## src/rtl/xadc_drp_responder.sv

```systemverilog
// rtl/xadc_drp_responder.sv - XADC DRP-side stand-in: ramp/external samples, EOC/EOS pulses, latency-matched reads
module xadc_drp_responder #(
  parameter int DATA_WIDTH = 16,
  parameter int ADDR_WIDTH = 7,
  parameter int READ_LATENCY = 4,
  parameter int CONVERSION_PERIOD = 26,
  parameter logic [11:0] CURRENT_STEP = 12'd1,
  parameter logic [11:0] VOLTAGE_STEP = 12'd3
) (
  input  logic                  clk,
  input  logic                  reset_n,
  input  logic                  drp_den,
  input  logic                  drp_dwe,
  input  logic [ADDR_WIDTH-1:0] drp_daddr,
  input  logic [DATA_WIDTH-1:0] drp_di,
  output logic [DATA_WIDTH-1:0] drp_do,
  output logic                  drp_drdy,
  input  logic                  ext_override,
  input  logic [11:0]           ext_current,
  input  logic [11:0]           ext_voltage,
  output logic                  eoc_out,
  output logic                  eos_out,
  output logic [4:0]            channel_out,
  output logic                  drp_protocol_error
);

  localparam int CNT_W = (CONVERSION_PERIOD > 2) ? $clog2(CONVERSION_PERIOD) : 1;
  localparam logic [CNT_W-1:0] CONV_LAST = CNT_W'(CONVERSION_PERIOD - 1);
  localparam logic CONV_CURRENT = 1'b0;
  localparam logic CONV_VOLTAGE = 1'b1;
  localparam logic [ADDR_WIDTH-1:0] ADDR_CUR = ADDR_WIDTH'('h14);
  localparam logic [ADDR_WIDTH-1:0] ADDR_VOLT = ADDR_WIDTH'('h1c);
  localparam logic [4:0] CH_CUR = 5'h14;
  localparam logic [4:0] CH_VOLT = 5'h1c;
  localparam logic [3:0] LAT_LOAD = 4'(READ_LATENCY - 1);

  logic [CNT_W-1:0]      conv_cnt;
  logic                  conv_state;
  logic [11:0]           cur_reg;
  logic [11:0]           volt_reg;
  logic                  busy;
  logic [3:0]            lat_cnt;
  logic [DATA_WIDTH-1:0] rdata_hold;
  logic [DATA_WIDTH-1:0] rd_data;
  logic                  conv_tc;
  logic                  accept;
  logic [11:0]           cur_next;
  logic [11:0]           volt_next;
  logic                  di_unused;

  assign di_unused = ^drp_di;
  assign conv_tc   = (conv_cnt == CONV_LAST);
  assign accept    = drp_den && !busy;
  assign cur_next  = ext_override ? ext_current : cur_reg + CURRENT_STEP;
  assign volt_next = ext_override ? ext_voltage : volt_reg + VOLTAGE_STEP;

  // Snapshot uses the current register contents, so a coincident update is not yet visible.
  always_comb begin
    rd_data = '0;
    if (!drp_dwe) begin
      if (drp_daddr == ADDR_CUR)
        rd_data = DATA_WIDTH'({cur_reg, 4'h0});
      else if (drp_daddr == ADDR_VOLT)
        rd_data = DATA_WIDTH'({volt_reg, 4'h0});
    end
  end

  always_ff @(posedge clk or negedge reset_n) begin
    if (!reset_n) begin
      conv_cnt    <= '0;
      conv_state  <= CONV_CURRENT;
      cur_reg     <= '0;
      volt_reg    <= '0;
      eoc_out     <= 1'b0;
      eos_out     <= 1'b0;
      channel_out <= 5'h00;
    end else begin
      eoc_out <= 1'b0;
      eos_out <= 1'b0;
      if (conv_tc) begin
        conv_cnt <= '0;
        eoc_out  <= 1'b1;
        if (conv_state == CONV_CURRENT) begin
          cur_reg     <= cur_next;
          channel_out <= CH_CUR;
          conv_state  <= CONV_VOLTAGE;
        end else begin
          volt_reg    <= volt_next;
          channel_out <= CH_VOLT;
          eos_out     <= 1'b1;
          conv_state  <= CONV_CURRENT;
        end
      end else begin
        conv_cnt <= conv_cnt + 1'b1;
      end
    end
  end

  // busy drops in the same edge drdy rises, so a den coinciding with drdy is accepted.
  always_ff @(posedge clk or negedge reset_n) begin
    if (!reset_n) begin
      busy               <= 1'b0;
      lat_cnt            <= '0;
      rdata_hold         <= '0;
      drp_do             <= '0;
      drp_drdy           <= 1'b0;
      drp_protocol_error <= 1'b0;
    end else begin
      drp_drdy <= 1'b0;
      drp_do   <= '0;
      if (drp_den && busy)
        drp_protocol_error <= 1'b1;
      if (busy) begin
        if (lat_cnt == 4'd1) begin
          drp_drdy <= 1'b1;
          drp_do   <= rdata_hold;
          busy     <= 1'b0;
        end else begin
          lat_cnt <= lat_cnt - 1'b1;
        end
      end
      if (accept) begin
        if (READ_LATENCY == 1) begin
          drp_drdy <= 1'b1;
          drp_do   <= rd_data;
        end else begin
          busy       <= 1'b1;
          lat_cnt    <= LAT_LOAD;
          rdata_hold <= rd_data;
        end
      end
    end
  end

endmodule

```

## config.mk

```make
export PLATFORM = sky130hd
export DESIGN_NAME = xadc_drp_responder
export DESIGN_NICKNAME = d
export VERILOG_FILES = /design/src/rtl/xadc_drp_responder.sv
export SDC_FILE = /design/constraint.sdc
export NUM_CORES = 1
export LEC_CHECK = 0
export ABC_AREA = 1
export CAP_MARGIN = 20
export CELL_PAD_IN_SITES_DETAIL_PLACEMENT = 0
export CELL_PAD_IN_SITES_GLOBAL_PLACEMENT = 1
export CORE_ASPECT_RATIO = 0.8
export CORE_MARGIN = 4
export CORE_UTILIZATION = 33
export CTS_CLUSTER_SIZE = 20
export DETAILED_ROUTE_END_ITERATION = 8
export GPL_ROUTABILITY_DRIVEN = 0
export PLACE_DENSITY = 0.73
export RECOVER_POWER = 100
export SLEW_MARGIN = 10
export SYNTH_ARGS = -nofsm -noshare
export SYNTH_HDL_FRONTEND = slang
export SYNTH_SLANG_ARGS = --single-unit
export TNS_END_PERCENT = 10
```

## constraint.sdc

```tcl
create_clock -name clk -period 1.4 [get_ports clk]
set_input_delay 0.28 -clock clk [delete_from_list [all_inputs] [get_ports clk]]
set_output_delay 0.28 -clock clk [all_outputs]
set_load 0.01 [all_outputs]
```

==> flow_metrics.py <==
metrics = {
    "final_layout": {
        "fin_util_pct": 46.45,
        "diodes": 0,
        "fin_nets": 617,
        "num-fill-cells": 1052,
        "final_area_mm2": 0.004833,
        "regArea_mm2": 0.001627,
        "drive_gt1_share_pct": 17.73,
        "areaGrowthSynthToFinish_pct": 35.69,
        "multi_input_area_mm2": 0.001734,
    },
    "logic_synthesis": {
        "synth_top_cells_by_area": "dfrtp_1, nand2_1, nor2_1",
        "synth_ff_type": "dfrtp_1",
        "yosysTopAreaCellShare_pct": 45.66,
        "yosysMostFrequentCell": "nand2_1",
        "synth.yosys.warnings": 0,
        "synth_edf_count": 0,
        "synth_seq_cells": 65,
        "seq_area_frac_synth_pct": 45.66,
        "yosys.area.top_type": "dfrtp_1",
        "ys_types": 39,
        "avgSynthCellArea_um2": 7.484,
        "yosys-top-cells-count": "nand2_1, dfrtp_1, nor2_1",
        "async_flop_share_pct": 100.0,
        "synthCells": 476,
        "syn_area_mm2": 0.003562,
    },
    "floorplan": {
        "die_h_um": 100.9,
        "num_rows": 33,
        "ioPinCount": 77,
        "core_area_mm2": 0.01041,
        "die_w_um": 124.2,
        "die_area_mm2": 0.01253,
        "start_util_pct": 34.24,
    },
    "sta": {
        "finalHoldWorstSlack_ns": 0.4521,
        "fin_ws_ns": -0.007038,
        "rsz0062_at_grt": "true",
        "setup_viol": 1,
        "slew-limit-headroom_pct": 59.04,
        "period_needed_ns": 1.407,
        "drv_slew": 0,
        "fmax_ghz": 0.7107,
        "setup_tns_ns": -0.007038,
        "worstMarginPinSlew_ns": 0.6145,
        "min_period_over_period_pct": 100.5,
        "fin_skew_ns": 0.007923,
        "final-hold-violation-count": 0,
    },
    "drt": {
        "first_pass_iters": 4,
        "routed-wl-met2_um": 3502,
        "ant_nets": 0,
        "wl_um": 8773,
        "drc": 0,
        "routedWlPerCell_um": 12.46,
        "wl_met3_um": 529,
        "via_per_inst": 4.477,
        "wl_met1_um": 4596,
        "top_layer": "met4",
        "via_count": 3152,
        "drtIter0Drc": 144,
    },
    "clocking": {
        "cts.sink_count": 65,
        "cts_max_level": 3,
        "clock_latency_ns": 0.34,
        "clock-root-buffer": "clkbuf_16",
        "cts_tree": "built",
        "cts_buffers": 9,
        "clockBufferDepth": 2,
        "clkTransAtPathRegs_ns": 0.06,
    },
    "outcome": {
        "violations": "setup timing",
        "status": "finished with violations",
    },
    "setup_path": {
        "cp_slowest_stage_delay_ns": 0.39,
        "cp_slowest_cell": "dfrtp_1",
        "path_common_cell": "inv_4",
        "crit_chain": "ha_2 > nand2_2 > inv_4 > nand3_4 > inv_4 > clkbuf_2 > or2_2",
        "cp.arrival_ns": 1.62,
        "worstPathMaxFanout": 7,
        "end_kind": "register",
        "crit_type": "reg -> reg",
        "r2r_cells": 7,
        "critPathLaunchType": "register",
        "cp_data_required_time_ns": 1.62,
    },
    "power_and_ir_drop": {
        "p_clk_share_pct": 41.4,
        "power.density_mw_per_mm2": 1021,
        "power.switching_mw": 1.418,
        "vdd_drop_max_uv": 531.5,
        "power.total_mw": 4.934,
        "switching_share_pct": 28.75,
        "internal_power_mw": 3.515,
        "pwr-share-comb_pct": 16.7,
        "seqPwrFrac_pct": 41.9,
        "p_leak_nw": 2.522,
    },
    "hold_path": {
        "min_path_cells": 1,
        "hp-class": "reg -> reg",
    },
    "job": {
        "drv_cap": 0,
    },
    "global_routing": {
        "grt_overflow": 0,
        "grt_pass1_vias": 3031,
        "antenna_found_initial": 0,
        "grt_pass1_wl_um": 14600,
        "grt_max_degree": 66,
        "grt_use_total_pct": 14.74,
    },
    "place": {
        "port-buffer-count": 54,
        "dp_hpwl_um": 6390,
        "placed_area_mm2": 0.004432,
    },
}
[power groups by stage]
stage / Combinational (mW) / Clock (mW) / Sequential, mW
after floorplan: 0.496 / 0 / 2.08
after global placement: 0.816 / 0 / 2.09
after detailed placement: 0.838 / 0 / 2.10
after CTS: 0.839 / 2.10 / 2.07
after global routing: 0.943 / 2.17 / 2.08
final: 0.825 / 2.04 / 2.07
[what timing repair did]
action,CTS,global route
endpoints found under the setup margin,25,36
pin swaps,0,3
gates resized for setup,22,28
buffers inserted,0,3
hold buffers,1,0
endpoints found under the hold margin,65,0
cloned,0,2
[layout by cell type, fill, tap and decap left out, drive strengths merged, types with 2 or more instances in the layout]
cell type / netlist / layout
dfrtp: 65 / 65
dlygate4sd2: 0 / 19
nor2: 59 / 59
o21ai: 18 / 18
clkdlybuf4s50: 0 / 33
xor2: 4 / 4
conb: 1 / 6
nand3: 30 / 30
nand2: 184 / 184
or2: 3 / 3
clkinvlp: 0 / 5
nand4: 7 / 7
dlygate4sd3: 0 / 2
nor3: 2 / 2
inv: 46 / 47
buf: 18 / 33
ha: 6 / 6
clkbuf: 5 / 12
a21oi: 18 / 18
and2: 2 / 2
[final timing paths]
path / end / from / slack, ns
min: drp_protocol_error$_DFFE_PN0P_ / drp_protocol_error$_DFFE_PN0P_ / 0.45
max: channel_out[2]$_DFFE_PN0P_ / conv_cnt[0]$_DFF_PN0_ / -0.007
max in group asynchronous: drp_do[10]$_DFF_PN0_ / reset_n / 0.38
min reg2reg: drp_protocol_error$_DFFE_PN0P_ / drp_protocol_error$_DFFE_PN0P_ / 0.45
min in group asynchronous: drp_protocol_error$_DFFE_PN0P_ / reset_n / 0.58
max reg2reg: channel_out[2]$_DFFE_PN0P_ / conv_cnt[0]$_DFF_PN0_ / -0.007
[kinds of logic (layout without fill, tap and decap cells)]
group | after synthesis | after routing | share of synthesized area (%)
XOR/XNOR | 5 | 5 | 1.229
adder cells (fa/ha/maj) | 6 | 6 | 2.107
buffers and inverters | 69 | 152 | 9.062
flip-flops | 65 | 65 | 45.66
other | 1 | 6 | 0.1053
AO/OA/AOI/OAI | 41 | 41 | 6.920
AND/OR/NAND/NOR | 289 | 289 | 34.91
[critical path, delay by kind of cell (launching register included)]
family        cells  cell delay, ns
buf+inv           3            0.27
simple gates      3            0.44
fa+ha+maj         1            0.19
flops             1            0.39
[metrics by stage]
stage | std cells | setup slack (ns)
2_1_floorplan | 481 | 0.06520
3_3_place_gp | 682 | -0.2609
3_5_place_dp | 682 | -0.3001
4_1_cts | 699 | -0.02810
5_1_grt | 704 | -0.09338
6_report | 704 | -0.007038
[layout make-up]
class | instances | area share, %
Clock buffer | 10 | 4.737
Multi-Input combinational cell | 347 | 35.88
Inverter | 46 | 3.728
Sequential cell | 65 | 33.65
Timing Repair inverter | 1 | 0.1553
Clock inverter | 6 | 0.9060
Timing Repair Buffer | 89 | 17.32
Tap cell | 140 | 3.624
[per-layer routing]
layer / up-vias / global-route usage, %
met2: 81 / 20.64
met3: 15 / 4.265
met5: - / 0
met4: 0 / 4.545
met1: 1417 / 21.80
li1: 1639 / -
(Power assumes the default switching activity.)
